### src/rtl/megadrive_pad_pkg.sv
// -----------------------------------------------------------------------------
// megadrive_pad_pkg
//
// Shared definitions for the Mega Drive pad reader:
//   - state_e       : sequencer states IDLE, P0..P7
//   - BIT_*         : bit positions in the 12-bit button word (MXYZ SACB RLDU)
//   - PIN_*         : positions of the raw DB9 pins in the 6-bit pin vector
//                     {p9, p6, right, left, down, up}
//   - select_level(): level of the pin-7 select line while in a given state
//
// Optional feature macro used by the files that import this package:
//   MDPAD_SIX_BUTTON_EN - run the full P0..P7 sequence and decode X/Y/Z/Mode.
// -----------------------------------------------------------------------------
package megadrive_pad_pkg;

  typedef enum logic [3:0] {
    IDLE,
    P0,
    P1,
    P2,
    P3,
    P4,
    P5,
    P6,
    P7
  } state_e;

  localparam int BTN_W = 12;
  localparam int PIN_W = 6;

  // Button word bit positions.
  localparam int BIT_U = 0;
  localparam int BIT_D = 1;
  localparam int BIT_L = 2;
  localparam int BIT_R = 3;
  localparam int BIT_B = 4;
  localparam int BIT_C = 5;
  localparam int BIT_A = 6;
  localparam int BIT_S = 7;
  localparam int BIT_Z = 8;
  localparam int BIT_Y = 9;
  localparam int BIT_X = 10;
  localparam int BIT_M = 11;

  // Raw pin positions as delivered by the upstream de-serialiser.
  localparam int PIN_UP    = 0;
  localparam int PIN_DOWN  = 1;
  localparam int PIN_LEFT  = 2;
  localparam int PIN_RIGHT = 3;
  localparam int PIN_P6    = 4;
  localparam int PIN_P9    = 5;

  // Select is low only in the odd phases; IDLE keeps it high so that a
  // 6-button pad times out and restarts its internal phase counter.
  function automatic logic select_level(input state_e st);
    return !(st inside {P1, P3, P5, P7});
  endfunction

endpackage

### src/rtl/megadrive_pad_capture.sv
// -----------------------------------------------------------------------------
// megadrive_pad_capture
//
// One pad's worth of shadow registers and output registers. The shared
// sequencer tells it which phase is running, when the last cycle of a phase
// has arrived (sample_i) and when the sequence is complete (commit_i). Partial
// results live only in the shadow registers; the outputs change together on
// commit, so a half-read pad is never visible downstream.
//
// Ports:
//   clk        in   system clock
//   rst        in   synchronous active-high reset
//   pins_i     in   raw pins {p9, p6, right, left, down, up}, active-low
//   phase_i    in   current sequencer state
//   sample_i   in   last cycle of the current phase
//   commit_i   in   last cycle of the final phase; load outputs
//   btn_o      out  buttons, active-high, MXYZ SACB RLDU
//   present_o  out  pad detected in the last sequence
//   six_o      out  6-button pad detected in the last sequence
//
// Configuration: MDPAD_SIX_BUTTON_EN enables the P5 identification and P6
// X/Y/Z/Mode capture; without it those registers do not exist.
// -----------------------------------------------------------------------------
module megadrive_pad_capture
  import megadrive_pad_pkg::*;
(
  input  logic             clk,
  input  logic             rst,
  input  logic [PIN_W-1:0] pins_i,
  input  state_e           phase_i,
  input  logic             sample_i,
  input  logic             commit_i,
  output logic [BTN_W-1:0] btn_o,
  output logic             present_o,
  output logic             six_o
);

`ifdef MDPAD_SIX_BUTTON_EN
  localparam int SH_W = 12;
`else
  localparam int SH_W = 8;
`endif

  logic [PIN_W-1:0] pressed;
  assign pressed = ~pins_i;

  logic [SH_W-1:0]  sh_btn_q, sh_btn_d;
  logic             sh_present_q, sh_present_d;
  logic [BTN_W-1:0] out_btn_q, out_btn_d;
  logic             out_present_q, out_present_d;

`ifdef MDPAD_SIX_BUTTON_EN
  logic sh_six_q, sh_six_d;
  logic out_six_q, out_six_d;
`endif

  // Shadow capture: each phase contributes its own slice of the word.
  // NOTE: every signal driven here gets a default first, so no path through
  // the block can leave it unassigned and infer a latch.
  always_comb begin
    sh_btn_d     = sh_btn_q;
    sh_present_d = sh_present_q;
`ifdef MDPAD_SIX_BUTTON_EN
    sh_six_d     = sh_six_q;
`endif
    if (sample_i) begin
      case (phase_i)
        P0: begin
          sh_btn_d[BIT_U] = pressed[PIN_UP];
          sh_btn_d[BIT_D] = pressed[PIN_DOWN];
          sh_btn_d[BIT_L] = pressed[PIN_LEFT];
          sh_btn_d[BIT_R] = pressed[PIN_RIGHT];
          sh_btn_d[BIT_B] = pressed[PIN_P6];
          sh_btn_d[BIT_C] = pressed[PIN_P9];
        end
        P1: begin
          sh_btn_d[BIT_A] = pressed[PIN_P6];
          sh_btn_d[BIT_S] = pressed[PIN_P9];
          // With select low a real pad grounds left and right; a floating
          // port reads them high.
          sh_present_d    = pressed[PIN_LEFT] & pressed[PIN_RIGHT];
        end
`ifdef MDPAD_SIX_BUTTON_EN
        P5: begin
          // Third low phase: a 6-button pad grounds all four directions.
          sh_six_d = &pressed[PIN_RIGHT:PIN_UP];
        end
        P6: begin
          sh_btn_d[BIT_Z] = pressed[PIN_UP];
          sh_btn_d[BIT_Y] = pressed[PIN_DOWN];
          sh_btn_d[BIT_X] = pressed[PIN_LEFT];
          sh_btn_d[BIT_M] = pressed[PIN_RIGHT];
        end
`endif
        default: ;
      endcase
    end
  end

  // Commit path reads the *_d shadow values: in the 3-button build the final
  // phase is also a sample phase, and its samples must make this commit.
  always_comb begin
    out_btn_d     = out_btn_q;
    out_present_d = out_present_q;
`ifdef MDPAD_SIX_BUTTON_EN
    out_six_d     = out_six_q;
`endif
    if (commit_i) begin
      out_present_d = sh_present_d;
`ifdef MDPAD_SIX_BUTTON_EN
      out_six_d     = sh_present_d & sh_six_d;
      if (!sh_present_d) begin
        out_btn_d = '0;
      end else if (sh_six_d) begin
        out_btn_d = sh_btn_d;
      end else begin
        out_btn_d = {4'b0000, sh_btn_d[BIT_S:BIT_U]};
      end
`else
      out_btn_d = sh_present_d ? {4'b0000, sh_btn_d} : '0;
`endif
    end
  end

  // NOTE: shadow registers are cleared on reset as well as the outputs, so an
  // abandoned sequence cannot leak stale samples into the next commit.
  // NOTE: sequential state uses non-blocking assignments only, so every
  // register sees the pre-edge value of every other register.
  always_ff @(posedge clk) begin
    if (rst) begin
      sh_btn_q      <= '0;
      sh_present_q  <= 1'b0;
      out_btn_q     <= '0;
      out_present_q <= 1'b0;
    end else begin
      sh_btn_q      <= sh_btn_d;
      sh_present_q  <= sh_present_d;
      out_btn_q     <= out_btn_d;
      out_present_q <= out_present_d;
    end
  end

`ifdef MDPAD_SIX_BUTTON_EN
  always_ff @(posedge clk) begin
    if (rst) begin
      sh_six_q  <= 1'b0;
      out_six_q <= 1'b0;
    end else begin
      sh_six_q  <= sh_six_d;
      out_six_q <= out_six_d;
    end
  end

  assign six_o = out_six_q;
`else
  assign six_o = 1'b0;
`endif

  assign btn_o     = out_btn_q;
  assign present_o = out_present_q;

endmodule

### src/rtl/megadrive_pad_reader.sv
// -----------------------------------------------------------------------------
// megadrive_pad_reader
//
// Sequencer and decoder for two Mega Drive 3/6-button pads sharing one pin-7
// select line. A single down-counter times every state: IDLE holds select high
// long enough for 6-button pads to reset, then each phase Pn lasts
// STEP_CYCLES. The last cycle of each phase is the only sample point; the last
// cycle of the final phase commits both pads and raises valid_o one cycle
// later together with the new outputs.
//
// Parameters:
//   STEP_CYCLES  clk cycles per select phase (>= 2)
//   IDLE_CYCLES  clk cycles of select high between sequences (>= 2)
//
// Ports:
//   clk              in   system clock
//   rst              in   synchronous active-high reset
//   joy1_raw_i       in   pad 1 raw pins {p9, p6, right, left, down, up}, active-low
//   joy2_raw_i       in   pad 2 raw pins, same order and polarity
//   joyp7_o          out  registered select line shared by both pads
//   joy1_o, joy2_o   out  button words, active-high, MXYZ SACB RLDU
//   joyN_present_o   out  pad detected in the last sequence
//   joyN_6btn_o      out  6-button pad detected in the last sequence
//   valid_o          out  one-cycle pulse when all outputs were just updated
//
// Configuration: MDPAD_SIX_BUTTON_EN selects the full IDLE->P0..P7 sequence;
// without it the sequence is IDLE->P0->P1 and commits at the end of P1.
// -----------------------------------------------------------------------------
module megadrive_pad_reader
  import megadrive_pad_pkg::*;
#(
  parameter int STEP_CYCLES = 1000,
  parameter int IDLE_CYCLES = 200000
) (
  input  logic             clk,
  input  logic             rst,
  input  logic [PIN_W-1:0] joy1_raw_i,
  input  logic [PIN_W-1:0] joy2_raw_i,
  output logic             joyp7_o,
  output logic [BTN_W-1:0] joy1_o,
  output logic [BTN_W-1:0] joy2_o,
  output logic             joy1_present_o,
  output logic             joy2_present_o,
  output logic             joy1_6btn_o,
  output logic             joy2_6btn_o,
  output logic             valid_o
);

  // The counter only ever holds (length - 1), so clog2 of the longest state
  // is wide enough.
  localparam int CNT_MAX = (IDLE_CYCLES > STEP_CYCLES) ? IDLE_CYCLES : STEP_CYCLES;
  localparam int CNT_W   = $clog2(CNT_MAX);
  localparam logic [CNT_W-1:0] IDLE_LOAD = CNT_W'(IDLE_CYCLES - 1);
  localparam logic [CNT_W-1:0] STEP_LOAD = CNT_W'(STEP_CYCLES - 1);

`ifdef MDPAD_SIX_BUTTON_EN
  localparam state_e LAST_PHASE = P7;
`else
  localparam state_e LAST_PHASE = P1;
`endif

  if (STEP_CYCLES < 2 || IDLE_CYCLES < 2) begin : g_bad_params
    $error("megadrive_pad_reader: STEP_CYCLES and IDLE_CYCLES must be >= 2");
  end

  state_e           state_q, state_d;
  logic [CNT_W-1:0] cnt_q, cnt_d;
  logic             joyp7_q;
  logic             valid_q;
  logic             phase_done;
  logic             sample;
  logic             commit;

  assign phase_done = (cnt_q == '0);
  assign sample     = phase_done && (state_q != IDLE);
  assign commit     = phase_done && (state_q == LAST_PHASE);

  always_comb begin
    state_d = state_q;
    cnt_d   = cnt_q - CNT_W'(1);
    if (phase_done) begin
      case (state_q)
        IDLE: state_d = P0;
        P0:   state_d = P1;
`ifdef MDPAD_SIX_BUTTON_EN
        P1:   state_d = P2;
        P2:   state_d = P3;
        P3:   state_d = P4;
        P4:   state_d = P5;
        P5:   state_d = P6;
        P6:   state_d = P7;
`endif
        default: state_d = IDLE;
      endcase
      cnt_d = (state_d == IDLE) ? IDLE_LOAD : STEP_LOAD;
    end
  end

  // Select is derived from the next state so that it changes on the first
  // cycle of each phase, straight out of a flop.
  always_ff @(posedge clk) begin
    if (rst) begin
      state_q <= IDLE;
      cnt_q   <= IDLE_LOAD;
      joyp7_q <= 1'b1;
      valid_q <= 1'b0;
    end else begin
      state_q <= state_d;
      cnt_q   <= cnt_d;
      joyp7_q <= select_level(state_d);
      valid_q <= commit;
    end
  end

  megadrive_pad_capture u_pad1 (
    .clk       (clk),
    .rst       (rst),
    .pins_i    (joy1_raw_i),
    .phase_i   (state_q),
    .sample_i  (sample),
    .commit_i  (commit),
    .btn_o     (joy1_o),
    .present_o (joy1_present_o),
    .six_o     (joy1_6btn_o)
  );

  megadrive_pad_capture u_pad2 (
    .clk       (clk),
    .rst       (rst),
    .pins_i    (joy2_raw_i),
    .phase_i   (state_q),
    .sample_i  (sample),
    .commit_i  (commit),
    .btn_o     (joy2_o),
    .present_o (joy2_present_o),
    .six_o     (joy2_6btn_o)
  );

  assign joyp7_o = joyp7_q;
  assign valid_o = valid_q;

endmodule

### config.mk
export PLATFORM = sky130hd
export DESIGN_NAME = megadrive_pad_reader
export DESIGN_NICKNAME = d
export VERILOG_FILES = /design/src/rtl/megadrive_pad_pkg.sv /design/src/rtl/megadrive_pad_capture.sv /design/src/rtl/megadrive_pad_reader.sv
export SDC_FILE = /design/constraint.sdc
export NUM_CORES = 1
export LEC_CHECK = 0
export CAP_MARGIN = 5
export CORE_ASPECT_RATIO = 1.2
export CORE_UTILIZATION = 50
export CTS_BUF_LIST = sky130_fd_sc_hd__clkbuf_4
export CTS_CLUSTER_SIZE = 20
export DETAILED_ROUTE_END_ITERATION = 6
export GPL_ROUTABILITY_DRIVEN = 0
export PLACE_DENSITY = 0.83
export SYNTH_ARGS = -nofsm -noshare
export SYNTH_HDL_FRONTEND = slang
export SYNTH_HIERARCHICAL = 1
export SYNTH_SLANG_ARGS = --single-unit
### constraint.sdc
create_clock -name clk -period 3.6 [get_ports clk]
set_input_delay 1.08 -clock clk [delete_from_list [all_inputs] [get_ports clk]]
set_output_delay 1.08 -clock clk [all_outputs]
set_load 0.03 [all_outputs]
==> impl_metrics.py, run 1 <==
metrics = {
    "status": {
        "outcome": "completed",
    },
    "sta": {
        "max_freq_mhz": 318,
        "rsz0062_at_grt": "no",
        "setup_violations": 0,
        "maxSlewHeadroom": 0.469,
        "post-route-period-util": 0.875,
        "hold_violations": 0,
        "worst_pin_slew_ns": 0.793,
        "min_period_ns": 3.15,
        "finalSetupTns_ns": 0,
        "whs_ns": 0.421,
        "fin_skew_ns": 0.00737,
        "final_max_slew_viol_count": 0,
    },
    "pwr": {
        "p_leak_nw": 1.22,
        "pwr_density_cell_nw_per_um2": 372,
        "irDropWorstVdd_mv": 0.319,
    },
    "clock_tree": {
        "cts_hold_buf": 0,
        "htreeDepth": 3,
        "cts_tree": "done",
        "cts-root-buf": "clkbuf_4",
        "cts_made_buffers": 9,
        "post_cts_buffers": 0,
        "clockBufferDepth": 2,
        "cts_sinks": 60,
        "clkTransAtPathRegs_ns": 0.10,
        "clk_latency_ns": 0.39,
        "ctsResizeCount": 0,
    },
    "logic_synthesis": {
        "synth-xor-area-share": 0.0391,
        "synthAdderAreaFrac": 0.00932,
        "synth_top_family_by_area": "simple AND/OR/NAND/NOR gates",
        "netlist_area_um2": 2690,
        "synth-simple-area-share": 0.220,
        "ys.flop_type": "dfxtp_1",
        "ys_types": 47,
        "synthMuxAreaShare": 0.0447,
        "netlist_instances": 293,
        "ys_seq_area_frac": 0.447,
        "synth_compound_area_frac": 0.162,
        "yosysWarnings": 6,
        "avgSynthCellArea_um2": 9.17,
        "synth_edf_count": 0,
        "synthArstFlopShare": 0,
        "synth_seq_cells": 60,
    },
    "setup_path": {
        "rrSetupSlack_ns": 0.45,
        "worstSetupStartpoint": "cnt_q[12]",
        "reg2reg_depth": 8,
        "worstSetupPathType": "register to register",
        "critPathCapture": "u_pad1/btn_o[5]",
        "required_ns": 3.91,
        "r2r-end": "u_pad1/btn_o[5]",
        "crit_fanout": 6,
        "worst_setup_path_end_kind": "register",
        "worstSetupStartpointType": "register",
        "arrival_ns": 3.46,
        "r2r-start": "cnt_q[12]",
    },
    "die": {
        "io-pin-count": 44,
        "dieHeight_um": 82.3,
        "rows": 28,
        "die_area_um2": 5670,
        "core_um2": 5040,
        "die_x_um": 68.9,
        "start_util": 0.532,
    },
    "grt": {
        "first_global_vias": 1953,
        "grt_util_all_layers": 0.201,
        "grt_pass1_wl_mm": 8.36,
        "grt_max_degree": 23,
        "grt_overflow": 0,
        "antenna_found_initial": 0,
    },
    "route": {
        "drt-wirelength-per-cell_um": 13.2,
        "firstDrtPassIters": 4,
        "vias": 2177,
        "antenna_left": 0,
        "drtIter0Drc": 90,
        "viasPerCell": 5.53,
        "routed_wl_mm": 5.19,
        "drcViolationCount": 0,
    },
    "placement": {
        "placed_cell_area_um2": 3030,
        "dp_hpwl_mm": 3.65,
        "portBuffers": 33,
    },
    "cells_and_area": {
        "area_delta_synth_final_pct": 17.6,
        "layout-drive-gt1-share": 0.102,
        "final_area_um2": 3160,
        "num-nets-final": 345,
        "diodes": 0,
    },
    "job": {
        "cap_viol_max_count": 0,
    },
    "worst_hold_path": {
        "hp-class": "register to register",
    },
}
-- sequential cells by signal, indices dropped and copies added (netlist names) --
register,count
u_pad1/sh_btn_q,8
cnt_q,18
u_pad1/sh_present_q,1
joyp7_o,1
u_pad2/sh_btn_q,8
u_pad2/sh_present_q,1
u_pad2/present_o,1
u_pad1/btn_o,8
u_pad2/btn_o,8
state_q,4
valid_o,1
u_pad1/present_o,1
-- power breakdown --
group	switching, W	internal (W)
logic	0.0000404	0.0000216
registers	0.00000255	0.000666
clock network	0.000232	0.000213
total	0.000275	0.000900
-- Yosys cell counts, types with 4 or more instances --
cell type | number | area, µm²
nor4_1 | 5 | 31.3
nand2_1 | 28 | 105
clkbuf_1 | 4 | 15.0
a21oi_1 | 15 | 75.1
dfxtp_1 | 60 | 1200
nor2_1 | 26 | 97.6
mux2i_1 | 12 | 120
inv_1 | 17 | 63.8
or3_1 | 4 | 25.0
nand2b_1 | 6 | 37.5
o31ai_1 | 19 | 143
buf_4 | 14 | 105
xor2_1 | 9 | 78.8
nor3_1 | 10 | 50.1
o31ai_2 | 4 | 50.1
-- logic make-up after synthesis --
group           Yosys count
simple gates            111
flops                    60
compound gates           55
buf+inv                  39
xor+xnor                 12
mux                      12
fa+ha+maj                 2
other cells               2
-- worst max-delay path, cell delays in order, from the launching register on --
cell and delay, ns:
dfxtp_1 0.35, or4_4 0.55, nor4_1 0.44, nand3_1 0.17, a21oi_1 0.18, or3b_4 0.42
or3b_1 0.52, mux2i_1 0.20, o31ai_1 0.23
-- cell usage in the layout (no fill, tap or decap), types with 3 or more instances in the layout --
cell	n
a21o_1	3
a21oi_1	15
and2_1	3
buf_4	6
clkbuf_4	10
clkdlybuf4s50_1	33
conb_1	10
dfxtp_1	60
inv_1	17
mux2i_1	12
nand2_1	28
nand2b_1	6
nand3_1	3
nand4_1	3
nor2_1	26
nor2b_1	3
nor3_1	10
nor4_1	5
o31ai_1	19
o31ai_2	4
or3_1	4
or4_4	3
xnor2_1	3
xor2_1	9
-- how the worst min path moves through the flow --
stage                     slack, ns      from  cells past startpoint        to
after floorplan                0.38  cnt_q[0]                      1  cnt_q[0]
after global placement         0.40  cnt_q[0]                      1  cnt_q[0]
after detailed placement       0.40  cnt_q[0]                      1  cnt_q[0]
after CTS                      0.43  cnt_q[0]                      1  cnt_q[0]
after global routing           0.46  cnt_q[0]                      1  cnt_q[0]
final                          0.42  cnt_q[0]                      1  cnt_q[0]
-- layer usage --
layer	up-vias	track usage	wire (µm)
met5	-	0	0
met4	0	0.0796	74
met3	9	0.0673	241
met2	51	0.342	2610
met1	1030	0.228	2270
li1	1087	-	-
-- stage by stage --
step	util	power, W	setup slack (ns)	instances
4_1_cts	0.626	0.00119	0.452	394
3_3_place_gp	0.600	0.000745	0.529	378
3_5_place_dp	0.600	0.000746	0.467	378
6_report	0.626	0.00118	0.452	394
5_1_grt	0.626	0.00123	0.186	394
2_1_floorplan	-	0.000731	0.644	301
-- layout make-up --
class | instances | area [µm²]
Sequential cell | 60 | 1200
Clock buffer | 10 | 75.1
Tap cell | 60 | 75.1
Timing Repair Buffer | 39 | 375
Clock inverter | 6 | 55.1
Inverter | 17 | 63.8
Multi-Input combinational cell | 202 | 1310
Fill cell | 436 | 1890
Power figures use the tool's default switching activity.
==> run 2, diff against run 1 <==
--- a/config.mk
+++ b/config.mk
@@ -12,8 +12,7 @@
 export CTS_CLUSTER_SIZE = 20
 export DETAILED_ROUTE_END_ITERATION = 6
 export GPL_ROUTABILITY_DRIVEN = 0
-export PLACE_DENSITY = 0.83
+export PLACE_DENSITY = 0.84
 export SYNTH_ARGS = -nofsm -noshare
 export SYNTH_HDL_FRONTEND = slang
-export SYNTH_HIERARCHICAL = 1
 export SYNTH_SLANG_ARGS = --single-unit
==> run 2 against run 1 <==
Cell count shrank 15%. Clock skew up 0.0064 ns. Critical endpoint is now u_pad2.btn_o[5]. Sequential share of layout area up 1.5 points. Core utilization decreased by 2.7 points. First-iteration DRC count is 16% higher. Design area fell by 13%. Count of clock-buffer cells in the layout decreased by 5. Synthesized area decreased by 12%. Worst hold slack better by 0.028 ns. Highest routed layer unchanged. Synthesized cell count down 16%.
==> impl_metrics.py, run 2 <==
metrics = {
    "grt": {
        "first_global_vias": 1670,
        "grt_overflow": 0,
        "grt_util_all_layers": 0.192,
        "antenna_found_initial": 0,
        "grt_max_degree": 18,
        "grt_pass1_wl_mm": 7.40,
    },
    "die": {
        "rows": 27,
        "dieHeight_um": 77.2,
        "die_area_um2": 5000,
        "core_um2": 4560,
        "io-pin-count": 44,
        "die_x_um": 64.7,
        "start_util": 0.517,
    },
    "logic_synthesis": {
        "synth_top_family_by_area": "simple AND/OR/NAND/NOR gates",
        "ys_types": 43,
        "ys.flop_type": "dfxtp_1",
        "netlist_area_um2": 2360,
        "synth-simple-area-share": 0.251,
        "yosysWarnings": 0,
        "synth_top_cell_area_share": 0.458,
        "synthMuxAreaShare": 0.0642,
        "synthAdderAreaFrac": 0.0106,
        "ys_top_cells_by_area": "dfxtp_1 46%, nor2_1 4.8%, a22o_1 3.7%",
        "synth_compound_area_frac": 0.0971,
        "ys_seq_area_frac": 0.458,
        "synth_seq_cells": 54,
        "synthTopCellsByCount": "54 x dfxtp_1, 30 x nor2_1, 20 x nand2_1, 13 x a21oi_1, 11 x buf_4",
        "synth-xor-area-share": 0.0520,
        "synth.most_common_cell": "dfxtp_1",
        "synth_edf_count": 0,
        "synth_area_leader_cell": "dfxtp_1",
        "netlist_instances": 246,
        "synthArstFlopShare": 0,
        "avgSynthCellArea_um2": 9.59,
    },
    "setup_path": {
        "crit_fanout": 15,
        "worstSetupPathType": "register to register",
        "required_ns": 3.89,
        "worstSetupStartpoint": "cnt_q[0]",
        "reg2reg_depth": 7,
        "worst_setup_path_end_kind": "register",
        "worstSetupStartpointType": "register",
        "r2r-start": "cnt_q[0]",
        "arrival_ns": 2.89,
    },
    "job": {
        "cap_viol_max_count": 0,
    },
    "cells_and_area": {
        "final_area_um2": 2730,
        "final_common_cell": "dfxtp_1",
        "instances_no_fill": 336,
        "multi_input_area_um2": 1160,
        "regMostFlops": "cnt_q",
        "layout-drive-gt1-share": 0.115,
        "diodes": 0,
        "nFillCells": 393,
        "area_delta_synth_final_pct": 15.9,
        "seqCellArea_um2": 1080,
        "num-nets-final": 293,
        "mostFrequentLayoutCells": "54 x dfxtp_1, 33 x clkdlybuf4s50_1, 30 x nor2_1",
        "largest_reg_flops": 18,
        "postLayoutCoreUtil": 0.599,
    },
    "sta": {
        "max_freq_mhz": 385,
        "post-route-period-util": 0.721,
        "rsz0062_at_grt": "no",
        "maxSlewHeadroom": 0.436,
        "finalSetupTns_ns": 0,
        "final_max_slew_viol_count": 0,
        "setup_violations": 0,
        "setup_ws_ns": 1.01,
        "worst_pin_slew_ns": 0.844,
        "min_period_ns": 2.59,
        "hold_violations": 0,
        "fin_skew_ns": 0.0138,
    },
    "placement": {
        "dp_cells": 328,
        "dp_hpwl_mm": 3.37,
        "placed_cell_area_um2": 2680,
        "pre_cts_ws_ns": 0.847,
        "portBuffers": 33,
    },
    "clock_tree": {
        "post_cts_buffers": 0,
        "clockBufferDepth": 2,
        "cts-root-buf": "clkbuf_4",
        "htreeDepth": 2,
        "clkTransAtPathRegs_ns": 0.15,
        "ctsResizeCount": 0,
        "cts_made_buffers": 5,
        "cts_hold_buf": 0,
        "cts_sinks": 54,
        "cts_tree": "done",
        "clk_latency_ns": 0.39,
    },
    "route": {
        "firstDrtPassIters": 4,
        "drt-met1-wl_mm": 1.95,
        "viasPerCell": 5.35,
        "drtIter0Drc": 104,
        "drt-wirelength-per-cell_um": 13.6,
        "wl_met2_mm": 2.35,
        "antenna_left": 0,
        "routed.top_layer": "met4",
        "drcViolationCount": 0,
        "vias": 1799,
        "routed_wl_mm": 4.56,
        "wl_met3_um": 161,
    },
    "worst_hold_path": {
        "holdPathStages": 1,
        "hp-class": "register to register",
        "min_from": "cnt_q[0]",
    },
    "pwr": {
        "p_leak_nw": 1.01,
        "irDropWorstVdd_mv": 0.172,
        "pwr_density_cell_nw_per_um2": 342,
    },
    "status": {
        "outcome": "completed",
    },
}
## run 2: changes by cell type in the layout (fill, tap and decap cells not counted), sizes merged, moves of 6 or more
cell and change:
a22o +10, dfxtp -6, inv -11, mux2 +10, mux2i -10, nand2 -8, nand2b -6, nor2b +7
o21ai +6, o31ai -22
## run 2: cell families (layout without fill, tap and decap cells)
group / after synthesis / in the layout
fa+ha+maj: 2 / 2
mux: 12 / 12
compound gates: 36 / 36
flops: 54 / 54
simple gates: 102 / 102
buf+inv: 25 / 48
other cells: 1 / 10
xor+xnor: 14 / 14
## run 2: area by class of cell
class | count | area share
tap | 58 | 0.0265
timing repair buffer | 35 | 0.126
inverter | 5 | 0.00686
multi-input combinational | 176 | 0.424
sequential | 54 | 0.395
clock inverter | 3 | 0.00732
clock buffer | 5 | 0.0137
## run 2: critical path, stage by stage (launching register included)
cell     delay [ns]
dfxtp_1        0.37
inv_1          0.10
ha_1           0.17
nor3b_1        0.33
nand2_1        0.15
nor3_4         0.74
mux2_2         0.42
a22o_1         0.23
## run 2: through the flow
stage / hold slack, ns / total power (W)
after floorplan: 0.391 / 0.000658
after global placement: 0.412 / 0.000673
final: 0.448 / 0.000934
after detailed placement: 0.412 / 0.000674
after global routing: 0.495 / 0.000976
after CTS: 0.448 / 0.000943
## run 2: worst paths after layout
kind                     endpoint  slack, ns
setup / recovery  u_pad2.btn_o[5]       1.01
hold / removal           cnt_q[0]       0.45
setup reg to reg  u_pad2.btn_o[5]       1.01
hold reg to reg          cnt_q[0]       0.45
## run 2: routing by layer
layer	vias up	global-route usage
met3	10	0.0402
met1	849	0.206
met4	0	0.0933
met5	-	0
met2	51	0.348
li1	889	-
## run 2: where the power goes
part | switching, W | internal [W]
sequential | 0.00000347 | 0.000601
clock | 0.000196 | 0.0000767
combinational | 0.0000361 | 0.0000211
